`config.mk`:
```
export PLATFORM = sky130hd
export DESIGN_NAME = frame_seq_ctrl
export DESIGN_NICKNAME = d
export VERILOG_FILES = /design/src/rtl/frame_seq_ctrl.sv
export SDC_FILE = /design/constraint.sdc
export NUM_CORES = 1
export LEC_CHECK = 0
export BUFFER_PORTS_ARGS = -buffer_cell sky130_fd_sc_hd__buf_2
export CORE_ASPECT_RATIO = 2
export CORE_MARGIN = 4
export CORE_UTILIZATION = 50
export DETAILED_ROUTE_END_ITERATION = 8
export PLACE_DENSITY_LB_ADDON = 0.1
export SLEW_MARGIN = 15
export SYNTH_ARGS = -nofsm -noshare
export SYNTH_HDL_FRONTEND = slang
export SYNTH_SLANG_ARGS = --single-unit
```
`constraint.sdc`:
```
create_clock -name HCLK -period 2.9 [get_ports HCLK]
set_input_delay 0.145 -clock HCLK [delete_from_list [all_inputs] [get_ports HCLK]]
set_output_delay 0.145 -clock HCLK [all_outputs]
set_load 0.02 [all_outputs]
```
`src/rtl/frame_seq_ctrl.sv`:
```
// Frame sequencer: VSYNC preamble, per-pixel HSYNC/address/row/col, line blanking, stall, done pulse.
// Optional build macro BOTTOM_UP_EN issues lines bottom-up (last line first) with identical timing.
module frame_seq_ctrl #(
    parameter int unsigned WIDTH       = 768,
    parameter int unsigned HEIGHT      = 512,
    parameter int unsigned HBLANK      = 160,
    parameter int unsigned START_DELAY = 100,
    parameter int unsigned ADDR_W      = 20
) (
    input  logic              HCLK,
    input  logic              HRESET,
    input  logic              start,
    input  logic              stall,
    output logic              busy,
    output logic              VSYNC,
    output logic              HSYNC,
    output logic [ADDR_W-1:0] rd_addr,
    output logic [15:0]       row,
    output logic [15:0]       col,
    output logic              ctrl_done,
    output logic [7:0]        frame_cnt
);

    typedef enum logic [2:0] {StIdle, StPre, StActive, StHblk, StDone} state_e;

    localparam int unsigned CNT_MAX = (START_DELAY > HBLANK) ? START_DELAY : HBLANK;
    localparam int unsigned CNT_W   = (CNT_MAX > 1) ? $clog2(CNT_MAX) : 1;

    localparam logic [CNT_W-1:0] PRE_LAST  = CNT_W'(START_DELAY - 1);
    localparam logic [CNT_W-1:0] HBLK_LAST = (HBLANK > 0) ? CNT_W'(HBLANK - 1) : '0;
    localparam logic [15:0]      COL_LAST  = 16'(WIDTH - 1);

`ifdef BOTTOM_UP_EN
    localparam logic [15:0]       ROW_FIRST  = 16'(HEIGHT - 1);
    localparam logic [15:0]       ROW_LAST   = 16'd0;
    localparam logic [ADDR_W-1:0] ADDR_FIRST = ADDR_W'((HEIGHT - 1) * WIDTH);
`else
    localparam logic [15:0]       ROW_FIRST  = 16'd0;
    localparam logic [15:0]       ROW_LAST   = 16'(HEIGHT - 1);
    localparam logic [ADDR_W-1:0] ADDR_FIRST = '0;
`endif

    state_e             state_q;
    logic [CNT_W-1:0]   cnt_q;
    logic [15:0]        row_step;
    logic [ADDR_W-1:0]  addr_step;

    // Row index and first address of the following line, from the last pixel of this one.
    always_comb begin
`ifdef BOTTOM_UP_EN
        row_step  = row - 16'd1;
        addr_step = rd_addr - ADDR_W'(2 * WIDTH - 1);
`else
        row_step  = row + 16'd1;
        addr_step = rd_addr + ADDR_W'(1);
`endif
    end

    always_ff @(posedge HCLK) begin
        if (HRESET) begin
            state_q   <= StIdle;
            cnt_q     <= '0;
            busy      <= 1'b0;
            VSYNC     <= 1'b0;
            HSYNC     <= 1'b0;
            rd_addr   <= '0;
            row       <= '0;
            col       <= '0;
            ctrl_done <= 1'b0;
            frame_cnt <= '0;
        end else begin
            ctrl_done <= 1'b0;
            unique case (state_q)
                StIdle: begin
                    if (start) begin
                        state_q <= StPre;
                        cnt_q   <= '0;
                        busy    <= 1'b1;
                        VSYNC   <= 1'b1;
                    end
                end
                StPre: begin
                    if (cnt_q == PRE_LAST) begin
                        state_q <= StActive;
                        VSYNC   <= 1'b0;
                        HSYNC   <= 1'b1;
                        row     <= ROW_FIRST;
                        col     <= '0;
                        rd_addr <= ADDR_FIRST;
                    end else begin
                        cnt_q <= cnt_q + CNT_W'(1);
                    end
                end
                StActive: begin
                    // HSYNC high means the current pixel is issued this cycle; otherwise it is
                    // held. Stall sampled at this edge gates the next cycle's HSYNC.
                    if (HSYNC) begin
                        if (col == COL_LAST) begin
                            if (row == ROW_LAST) begin
                                state_q   <= StDone;
                                HSYNC     <= 1'b0;
                                ctrl_done <= 1'b1;
                                frame_cnt <= frame_cnt + 8'd1;
                            end else if (HBLANK == 0) begin
                                row     <= row_step;
                                col     <= '0;
                                rd_addr <= addr_step;
                                HSYNC   <= ~stall;
                            end else begin
                                state_q <= StHblk;
                                cnt_q   <= '0;
                                HSYNC   <= 1'b0;
                            end
                        end else begin
                            col     <= col + 16'd1;
                            rd_addr <= rd_addr + ADDR_W'(1);
                            HSYNC   <= ~stall;
                        end
                    end else begin
                        HSYNC <= ~stall;
                    end
                end
                StHblk: begin
                    if (cnt_q == HBLK_LAST) begin
                        state_q <= StActive;
                        HSYNC   <= 1'b1;
                        row     <= row_step;
                        col     <= '0;
                        rd_addr <= addr_step;
                    end else begin
                        cnt_q <= cnt_q + CNT_W'(1);
                    end
                end
                StDone: begin
                    state_q <= StIdle;
                    busy    <= 1'b0;
                end
                default: begin
                    state_q <= StIdle;
                    busy    <= 1'b0;
                    VSYNC   <= 1'b0;
                    HSYNC   <= 1'b0;
                end
            endcase
        end
    end

endmodule

```
==> impl_results.md, run 1 <==
* Main combinational cell family by area after synthesis: simple AND/OR/NAND/NOR gates
* Layout cells sized above 1 at between 20% and 30%
* Area delta synth->final at 21.3%
* Mapped Area at approximately 3600 sq um
* Maximum vdd drop at slightly below 0.4 mV
* Num CTS Buffers at 9
* Port buffer count at 67
* # clock sinks at 75
* Vias at between 3000 and 4000
* Total Power Consumption at 2.55 mW
* Dominant synthesized flop cell: dfxtp_1
* RSZ-0062 raised after global routing: no
* Full die area at approximately 8600 sq um
* Post-Synth XOR/XNOR Area at between 10% and 20%
* Sequential share of power at about 43%
* Clk slew on worst S/H paths at 60 ps
* Yosys cell types at 49
* Core area at slightly below 7000 sq um
* Post-synth EDFFs at 0
* Simple-gate share of the synthesized area at between 20% and 30%
* Crit path max-delay cell type: or4_4
* Outcome: complete, no violations
* Hold Buf Count CTS at 0
* Final Max Slew Viols at 0
* Post-placement cell area at 4010 sq um
* Comb pwr share at around a tenth
* Total setup buffers inserted after CTS at 0
* Post-route ant nets at 0
* Drt pass-1 iters at 4
* Filler instances at ~630
* Final TNS setup at 0 ps
* Layout Nets at 500
* Routability congestion estimate at 0.892
* CP required at 3160 ps
* Yosys warns at 0
* Leakage Power at 1.75 nW
* Slew @ Worst Pin at 608 ps
* Multi-input gate area at between 1500 and 2000 sq um
* Period minus WS final at approximately 2600 ps
* Clk_lat worst skew at about 340 ps
* Final Hold Fails at 0
* Syn Area/Cell at between 8 and 9 sq um
* Critical setup path kind: reg -> reg
* Vias in the first global route at 3099
* Htree depth at 3
* Vias/cell at 5.71
* Hold crit path type: in -> reg
* Antenna violations before repair at 0
* Post_cts resized at 0
* CTS root buf: clkbuf_16
* Net Switching at ~0.65 mW
* GR Overflow Total at 0
* Switch share at 25.6%
* Storage element area at 1500 sq um
* Post-synthesis adder-cell area fraction at around 1.8%
* Power per cell area at ~590 nW/um^2
* Initial Utilization at between 50% and 60%
* Worst path arrival time at 2850 ps
* Initial drt markers at 204
* Fmax at around 390 MHz
* Io pins at about 70
* Internal Power at between 1.5 and 2 mW
* Critical-path cell list: ha_1 -> nand4_1 -> or4_4 -> a21oi_4 -> o211ai_2 -> or3_1 -> a21oi_1
* Max FO, Critical Path at 14
* DP Wirelength at 6.55 mm
* Clk_skew at approximately 8.5 ps
* First-pass GRT wire length at ~14 mm
* Tot GR Track Use at 21.5%
* Seq/Total Area, Yosys at 42.1%
* Final setup vio count at 0
* CTS tree: yes
* Die H at between 100 and 150 um
* Crit end category: flop
* Max-cap violations at 0
* Period utilisation layout at 89.2%
* Final instance area at 4320 sq um
* Clk network pwr share at a little under half
* Slowest stage delay, CP at 570 ps
* DRC errors left at 0
* Die width at 67.7 um
* Largest net degree at the start of global routing at 26
* Post-Syn Nets at 429
* DRT Wirelength at slightly below 9 mm
* Ys async rst share at 0%
* Slew HR at slightly below 60%
* Post-synthesis register bit count at between 70 and 80
* Final Util at 62.2%
* Clock Path Buffers at 2
* # rows at 43
* Post-Syn Instances at between 400 and 500
* Antenna Cells at 0
* Mux contribution to synthesized area at less than 1%
* Post-synthesis compound-gate area fraction at between 10% and 20%
* Avg WL per Cell at about 15 um
* Crit path launch type: flop
## synthesized netlist by cell type, types with 3 or more instances
| cell | instances | area [sq um] |
|---|---|---|
| a211oi_1 | 4 | 30.0 |
| a21oi_1 | 23 | 115 |
| and3_1 | 9 | 56.3 |
| and4_1 | 4 | 35.0 |
| buf_2 | 5 | 25.0 |
| clkbuf_1 | 11 | 41.3 |
| dfxtp_1 | 75 | 1500 |
| ha_1 | 5 | 62.6 |
| inv_1 | 9 | 33.8 |
| nand2_1 | 33 | 124 |
| nand2b_1 | 4 | 25.0 |
| nand3_1 | 18 | 90.1 |
| nand4_1 | 16 | 100 |
| nor2_1 | 63 | 236 |
| nor3_1 | 8 | 40.0 |
| nor4_1 | 7 | 43.8 |
| o2111ai_1 | 9 | 78.8 |
| o211ai_1 | 3 | 22.5 |
| o21ai_0 | 25 | 125 |
| or3_1 | 10 | 62.6 |
| xnor2_1 | 14 | 123 |
| xor2_1 | 32 | 280 |
## through the flow
step	cells	setup slack, ps	hold WS (ps)
2_1_floorplan	420	515	334
3_3_place_gp	570	459	473
3_5_place_dp	570	362	473
4_1_cts	586	316	117
5_1_grt	586	106	197
6_report	586	312	122
## cell usage in the layout (no fill, tap or decap), drive strengths merged, types with 3 or more instances in the layout
master / instances
clkinv: 4
o2111ai: 9
a211oi: 4
a21oi: 24
or3: 10
dfxtp: 75
nor3: 8
o211ai: 4
clkbuf: 10
xor2: 32
xnor2: 14
or4: 3
and4: 5
and3: 9
nand3: 18
nor2: 64
nor4: 7
nand2b: 4
ha: 5
inv: 9
nand2: 33
nand4: 16
buf: 76
o21ai: 25
## cells by family after synthesis
logic type	after synthesis
XOR/XNOR	46
AO/OA/AOI/OAI	76
adder cells (fa/ha/maj)	5
AND/OR/NAND/NOR	191
buffers and inverters	25
multiplexers	2
flip-flops	75
## state kept, by name, indices dropped and copies added, names as in the netlist
register / count
HSYNC: 1
VSYNC: 1
busy: 1
cnt_q: 8
col: 16
ctrl_done: 1
frame_cnt: 8
rd_addr: 20
row: 16
state_q: 3
## cell type report
type / instances / share of cell area, %
tap: 90 / 2.61
clock buffer: 10 / 5.30
multi-input combinational: 320 / 45.4
inverter: 9 / 0.782
clock inverter: 6 / 1.85
sequential: 75 / 34.8
timing repair buffer: 76 / 9.33
## power groups by stage
stage	logic [mW]	registers (mW)	clock network, mW
after floorplan	0.190	1.13	0
after global placement	0.264	1.13	0
after detailed placement	0.269	1.13	0
after CTS	0.270	1.10	1.20
after global routing	0.299	1.11	1.24
final	0.270	1.11	1.18
## metal layers
metal	track usage (%)	share of wire, %	vias to the layer above
met5	0	0	-
met2	38.7	55	90
li1	-	-	1651
met4	11.2	3.4	0
met1	22.1	38	1582
met3	4.40	4.1	21
## final timing paths
check | to | slack (ps) | cells after the start | from
worst max-delay path | rd_addr[16]$_SDFFE_PP0P_ | 310 | 7 | cnt_q[0]$_SDFFE_PP0P_
worst min-delay path | busy$_SDFFE_PP0P_ | 120 | 3 | start
worst max register to register | rd_addr[16]$_SDFFE_PP0P_ | 310 | 7 | cnt_q[0]$_SDFFE_PP0P_
worst min register to register | busy$_SDFFE_PP0P_ | 510 | 2 | busy$_SDFFE_PP0P_
## critical path: cells and delay by family (launching register included)
family,cells,cell delay (ps)
adder cells (fa/ha/maj),1,260
AND/OR/NAND/NOR,3,1200
AO/OA/AOI/OAI,3,670
flip-flops,1,390
Note: power is estimated with default switching activity, not from simulation.
==> run 2, diff against run 1 <==
--- a/config.mk
+++ b/config.mk
@@ -7,7 +7,7 @@
 export LEC_CHECK = 0
 export BUFFER_PORTS_ARGS = -buffer_cell sky130_fd_sc_hd__buf_2
 export CORE_ASPECT_RATIO = 2
-export CORE_MARGIN = 4
+export CORE_MARGIN = 8
 export CORE_UTILIZATION = 50
 export DETAILED_ROUTE_END_ITERATION = 8
 export PLACE_DENSITY_LB_ADDON = 0.1
==> impl_results.md, run 2 (synthesis gave the netlist of run 1 again) <==
* Outcome: complete, no violations (unchanged)
* Critical setup path kind: reg -> reg (unchanged)
* Clk slew on worst S/H paths at 60 ps (about the same)
* Layout cells sized above 1 at 20.5% (was 20.2%)
* Final Util at 63.2% (was 62.2%)
* Crit path launch type: flop (unchanged)
* Num CTS Buffers at 9 (unchanged)
* Vias/cell at 5.62 (was 5.71)
* Biggest regs: rd_addr x20, col x16, row x16 (unchanged)
* Final instance area at 4380 sq um (was 4320 sq um)
* Vias in the first global route at 3161 (was 3099)
* Final TNS setup at 0 ps (unchanged)
* Die H at 135 um (was 127 um)
* Routability congestion estimate at 0.900 (was 0.892)
* Layout Nets at 501 (was 500)
* Cells on worst reg2reg path at 7 (unchanged)
* Post_cts resized at 0 (unchanged)
* Largest net degree at the start of global routing at 26 (unchanged)
* Htree depth at 3 (unchanged)
* Most frequent cells in the layout: 75 x dfxtp_1, 67 x buf_2, 63 x nor2_1, 33 x nand2_1, 32 x xor2_1 (unchanged)
* # rows at 43 (unchanged)
* DP Wirelength at 6.73 mm (was 6.55 mm)
* Initial drt markers at 179 (was 204)
* Vias at 3300 (was 3344)
* Hold Buf Count CTS at 0 (unchanged)
* Final Max Slew Viols at 0 (unchanged)
* Total setup buffers inserted after CTS at 0 (unchanged)
* Initial Utilization at 51.3% (unchanged)
* Filler instances at 613 (was 629)
* Port buffer count at 67 (unchanged)
* Antenna violations before repair at 0 (unchanged)
* Final Hold Fails at 0 (unchanged)
* CTS root buf: clkbuf_16 (unchanged)
* Hold crit path type: in -> reg (unchanged)
* CP required at 3160 ps (about the same)
* Reg2reg setup slack at 280 ps (was 310 ps)
* Post-placement cell area at 4020 sq um (was 4010 sq um)
* Leakage Power at 1.77 nW (was 1.75 nW)
* Period utilisation layout at 90.3% (was 89.2%)
* Area delta synth->final at 23.1% (was 21.3%)
* Fmax at 382 MHz (was 386 MHz)
* Avg WL per Cell at 15.5 um (was 15.3 um)
* Io pins at 68 (unchanged)
* Clock Path Buffers at 2 (unchanged)
* Max FO, Critical Path at 14 (unchanged)
* DRT Wirelength at 9.08 mm (was 8.94 mm)
* Max FFs per register at 20 (unchanged)
* Max-cap violations at 0 (unchanged)
* GR Overflow Total at 0 (unchanged)
* Die width at 75.7 um (was 67.7 um)
* Period minus WS final at 2620 ps (was 2590 ps)
* Power per cell area at 623 nW/um^2 (was 591 nW/um^2)
* Worst path arrival time at 2880 ps (was 2850 ps)
* First-pass GRT wire length at 14.9 mm (was 14.2 mm)
* Maximum vdd drop at 0.474 mV (was 0.397 mV)
* R2r endpoint: rd_addr[12]$_SDFFE_PP0P_ (was rd_addr[16]$_SDFFE_PP0P_)
* Top reg by flops: rd_addr (unchanged)
* Total Power Consumption at 2.73 mW (was 2.55 mW)
* Drt pass-1 iters at 4 (unchanged)
* RSZ-0062 raised after global routing: no (unchanged)
* Final setup vio count at 0 (unchanged)
* Crit path from: cnt_q[0]$_SDFFE_PP0P_ (unchanged)
* Slew @ Worst Pin at 551 ps (was 608 ps)
* Worst setup path endpoint: rd_addr[12]$_SDFFE_PP0P_ (was rd_addr[16]$_SDFFE_PP0P_)
* CTS tree: yes (unchanged)
* Clk_lat worst skew at 330 ps (was 340 ps)
* # clock sinks at 75 (unchanged)
* Antenna Cells at 0 (unchanged)
* DRC errors left at 0 (unchanged)
* Most common cell after layout, fill and taps aside: dfxtp_1 (unchanged)
* Reg2Reg Launch Point: cnt_q[0]$_SDFFE_PP0P_ (unchanged)
* Tot GR Track Use at 18.7% (was 21.5%)
* Crit end category: flop (unchanged)
* Clk_skew at 2.82 ps (was 8.55 ps)
* Core area at 6940 sq um (unchanged)
* Post-route ant nets at 0 (unchanged)
* Full die area at 10200 sq um (was 8620 sq um)
* Slew HR at 62.9% (was 59.5%)
==> run 2: cell count changes in the layout (fill, tap and decap cells not counted) <==
cell,previous run,this run
clkinv_2,4,1
clkinvlp_4,0,2
clkbuf_1,1,0
bufinv_16,2,4
buf_4,9,10
==> run 2: power by group <==
group | switching [mW] | leakage, nW | internal, mW
registers | 0.0449 | 0.605 | 1.06
logic | 0.175 | 0.994 | 0.0973
clock network | 0.428 | 0.172 | 0.925
total | 0.648 | 1.77 | 2.08
==> run 2: worst max-delay path, cell delays in order, from the launching register on <==
cell	delay (ps)
dfxtp_1	380
ha_1	270
nand4_1	200
or4_4	560
a21oi_4	270
o211ai_2	290
or3_1	420
a21oi_1	140
==> run 2: per-stage QoR <==
step                hold slack (ps)  std cells  setup slack (ps)
finish                          139        587               281
CTS                             129        587               309
detailed placement              483        571               339
global route                    137        587               123
floorplan                       334        420               515
global placement                475        571               446
==> run 2: layout make-up <==
cell class / instances / area, sq um / share of cell area (%)
Multi-Input combinational cell: 320 / 1960 / 44.7
Sequential cell: 75 / 1500 / 34.2
Timing Repair Buffer: 77 / 410 / 9.36
Clock buffer: 9 / 225 / 5.14
Clock inverter: 7 / 140 / 3.20
Tap cell: 90 / 113 / 2.57
Inverter: 9 / 33.8 / 0.771
==> run 2: metal layers <==
layer | share of wire, % | global-route usage [%] | up-vias
met3 | 4.3 | 4.67 | 15
met4 | 2.1 | 8.51 | 0
met1 | 38 | 18.7 | 1585
li1 | - | - | 1640
met5 | 0 | 0 | -
met2 | 55 | 34.1 | 60
==> run 2: how the worst min path moves through the flow <==
stage	startpoint	end	slack, ps	cells past startpoint
2_1_floorplan	start	busy$_SDFFE_PP0P_	330	2
3_3_place_gp	start	busy$_SDFFE_PP0P_	480	3
3_5_place_dp	start	busy$_SDFFE_PP0P_	480	3
4_1_cts	start	busy$_SDFFE_PP0P_	130	3
5_1_grt	start	busy$_SDFFE_PP0P_	140	3
6_report	start	busy$_SDFFE_PP0P_	140	3
==> run 3, diff against run 2 <==
--- a/config.mk
+++ b/config.mk
@@ -5,10 +5,12 @@
 export SDC_FILE = /design/constraint.sdc
 export NUM_CORES = 1
 export LEC_CHECK = 0
+export ABC_CLOCK_PERIOD_IN_PS = 2900
 export BUFFER_PORTS_ARGS = -buffer_cell sky130_fd_sc_hd__buf_2
 export CORE_ASPECT_RATIO = 2
 export CORE_MARGIN = 8
 export CORE_UTILIZATION = 50
+export CTS_BUF_LIST = sky130_fd_sc_hd__clkbuf_4 sky130_fd_sc_hd__clkbuf_8
 export DETAILED_ROUTE_END_ITERATION = 8
 export PLACE_DENSITY_LB_ADDON = 0.1
 export SLEW_MARGIN = 15
==> impl_results.md, run 3 (synthesis gave the netlist of run 1 again) <==
* Final TNS setup at 0 ps (unchanged)
* Layout cells sized above 1 at 20.5% (unchanged)
* # clock sinks at 75 (unchanged)
* Vias in the first global route at 3119 (was 3161)
* Drt pass-1 iters at 4 (unchanged)
* Max FO, Critical Path at 14 (unchanged)
* Vias/cell at 5.58 (was 5.62)
* Most frequent cells in the layout: 75 x dfxtp_1, 67 x buf_2, 63 x nor2_1, 33 x nand2_1, 32 x xor2_1 (unchanged)
* Crit path max-delay cell type: or4_4 (unchanged)
* Worst path arrival time at 2890 ps (was 2880 ps)
* Slowest stage delay, CP at 560 ps (about the same)
* GR Overflow Total at 0 (unchanged)
* DRC errors left at 0 (unchanged)
* Fmax at 385 MHz (was 382 MHz)
* Outcome: complete, no violations (unchanged)
* Vias at 3276 (was 3300)
* Layout Nets at 501 (unchanged)
* Final Hold Fails at 0 (unchanged)
* Total Power Consumption at 2.43 mW (was 2.73 mW)
* Hold crit path type: in -> reg (unchanged)
* Die width at 75.7 um (unchanged)
* Core area at 6940 sq um (unchanged)
* Max FFs per register at 20 (unchanged)
* Slew @ Worst Pin at 540 ps (was 551 ps)
* Period minus WS final at 2600 ps (was 2620 ps)
* Avg WL per Cell at 15.3 um (was 15.5 um)
* Clk_lat worst skew at 360 ps (was 330 ps)
* Maximum vdd drop at 0.372 mV (was 0.474 mV)
* Routability congestion estimate at 0.900 (unchanged)
* Io pins at 68 (unchanged)
* Critical setup path kind: reg -> reg (unchanged)
* CTS tree: yes (unchanged)
* Antenna violations before repair at 0 (unchanged)
* Clock Path Buffers at 2 (unchanged)
* Post_cts resized at 0 (unchanged)
* Total setup buffers inserted after CTS at 0 (unchanged)
* First-pass GRT wire length at 14.8 mm (was 14.9 mm)
* Post-route ant nets at 0 (unchanged)
* Storage element area at 1500 sq um (unchanged)
* Crit end category: flop (unchanged)
* Filler instances at 632 (was 613)
* Max-cap violations at 0 (unchanged)
* Initial Utilization at 51.3% (unchanged)
* Top reg by flops: rd_addr (unchanged)
* DP Wirelength at 6.73 mm (unchanged)
* Tot GR Track Use at 18.6% (was 18.7%)
* Area delta synth->final at 20.2% (was 23.1%)
* Period utilisation layout at 89.7% (was 90.3%)
* Slew HR at 63.6% (was 62.9%)
* Multi-input gate area at 1960 sq um (unchanged)
* Biggest regs: rd_addr x20, col x16, row x16 (unchanged)
* Antenna Cells at 0 (unchanged)
* CP required at 3190 ps (was 3160 ps)
* Clk slew on worst S/H paths at 80 ps (was 60 ps)
* Crit path launch type: flop (unchanged)
* Initial drt markers at 155 (was 179)
* Hold Buf Count CTS at 0 (unchanged)
* Leakage Power at 1.72 nW (was 1.77 nW)
* Final setup vio count at 0 (unchanged)
* Htree depth at 3 (unchanged)
* Die H at 135 um (unchanged)
* Power per cell area at 566 nW/um^2 (was 623 nW/um^2)
* Num CTS Buffers at 9 (unchanged)
* Final Max Slew Viols at 0 (unchanged)
* Critical-path cell list: ha_1 -> nand4_1 -> or4_4 -> a21oi_4 -> o211ai_2 -> or3_1 -> a21oi_1 (unchanged)
* Port buffer count at 67 (unchanged)
* Most common cell after layout, fill and taps aside: dfxtp_1 (unchanged)
* Largest net degree at the start of global routing at 26 (unchanged)
* CTS root buf: clkbuf_8 (was clkbuf_16)
* DRT Wirelength at 8.96 mm (was 9.08 mm)
* # rows at 43 (unchanged)
* Full die area at 10200 sq um (unchanged)
* RSZ-0062 raised after global routing: no (unchanged)
* Clk_skew at 5.85 ps (was 2.82 ps)
run 3: cell types whose count changed in the layout (fill, tap and decap cells not counted):
cell | previous run | this run
clkbuf_8 | 0 | 9
clkbuf_16 | 9 | 0
run 3: report_power, final:
part           leakage [nW]  internal, mW  switching, mW
registers             0.605          1.06         0.0452
clock network         0.125         0.656          0.395
logic                 0.994        0.0972          0.174
total                  1.72          1.81          0.613
run 3: metrics by stage:
step,worst slack (ps),hold WS (ps),std cells,area [sq um],utilization [%]
floorplan,515,334,420,3560,-
global placement,446,475,571,4020,57.9
detailed placement,339,483,571,4020,57.9
CTS,323,94.0,587,4280,61.7
global route,122,99.5,587,4280,61.7
finish,300,116,587,4280,61.7
run 3: layout make-up:
type	count	area share [%]
multi-input cells	320	45.8
clock buffers	9	2.89
clock inverters	7	3.27
flip-flops and latches	75	35.1
inverters	9	0.789
well taps	90	2.63
repair buffers	77	9.58
run 3: critical path: cells and delay by family (launching register included):
| family | cells | cell delay, ps |
|---|---|---|
| flops | 1 | 390 |
| simple gates | 3 | 1180 |
| compound gates | 3 | 680 |
| fa+ha+maj | 1 | 270 |
run 3: worst paths after layout:
kind	slack (ps)	cells after the start	to	start
setup / recovery	300	7	rd_addr[12]$_SDFFE_PP0P_	cnt_q[0]$_SDFFE_PP0P_
hold / removal	120	3	busy$_SDFFE_PP0P_	start
setup reg to reg	300	7	rd_addr[12]$_SDFFE_PP0P_	cnt_q[0]$_SDFFE_PP0P_
hold reg to reg	500	2	col[15]$_SDFFE_PP0P_	col[15]$_SDFFE_PP0P_
run 3: layer usage:
metal	global-route usage [%]	wire length, um	vias up
met2	33.7	4930	67
met1	18.6	3440	1556
met4	7.97	172	0
met3	5.34	419	14
li1	-	-	1639
met5	0	0	-
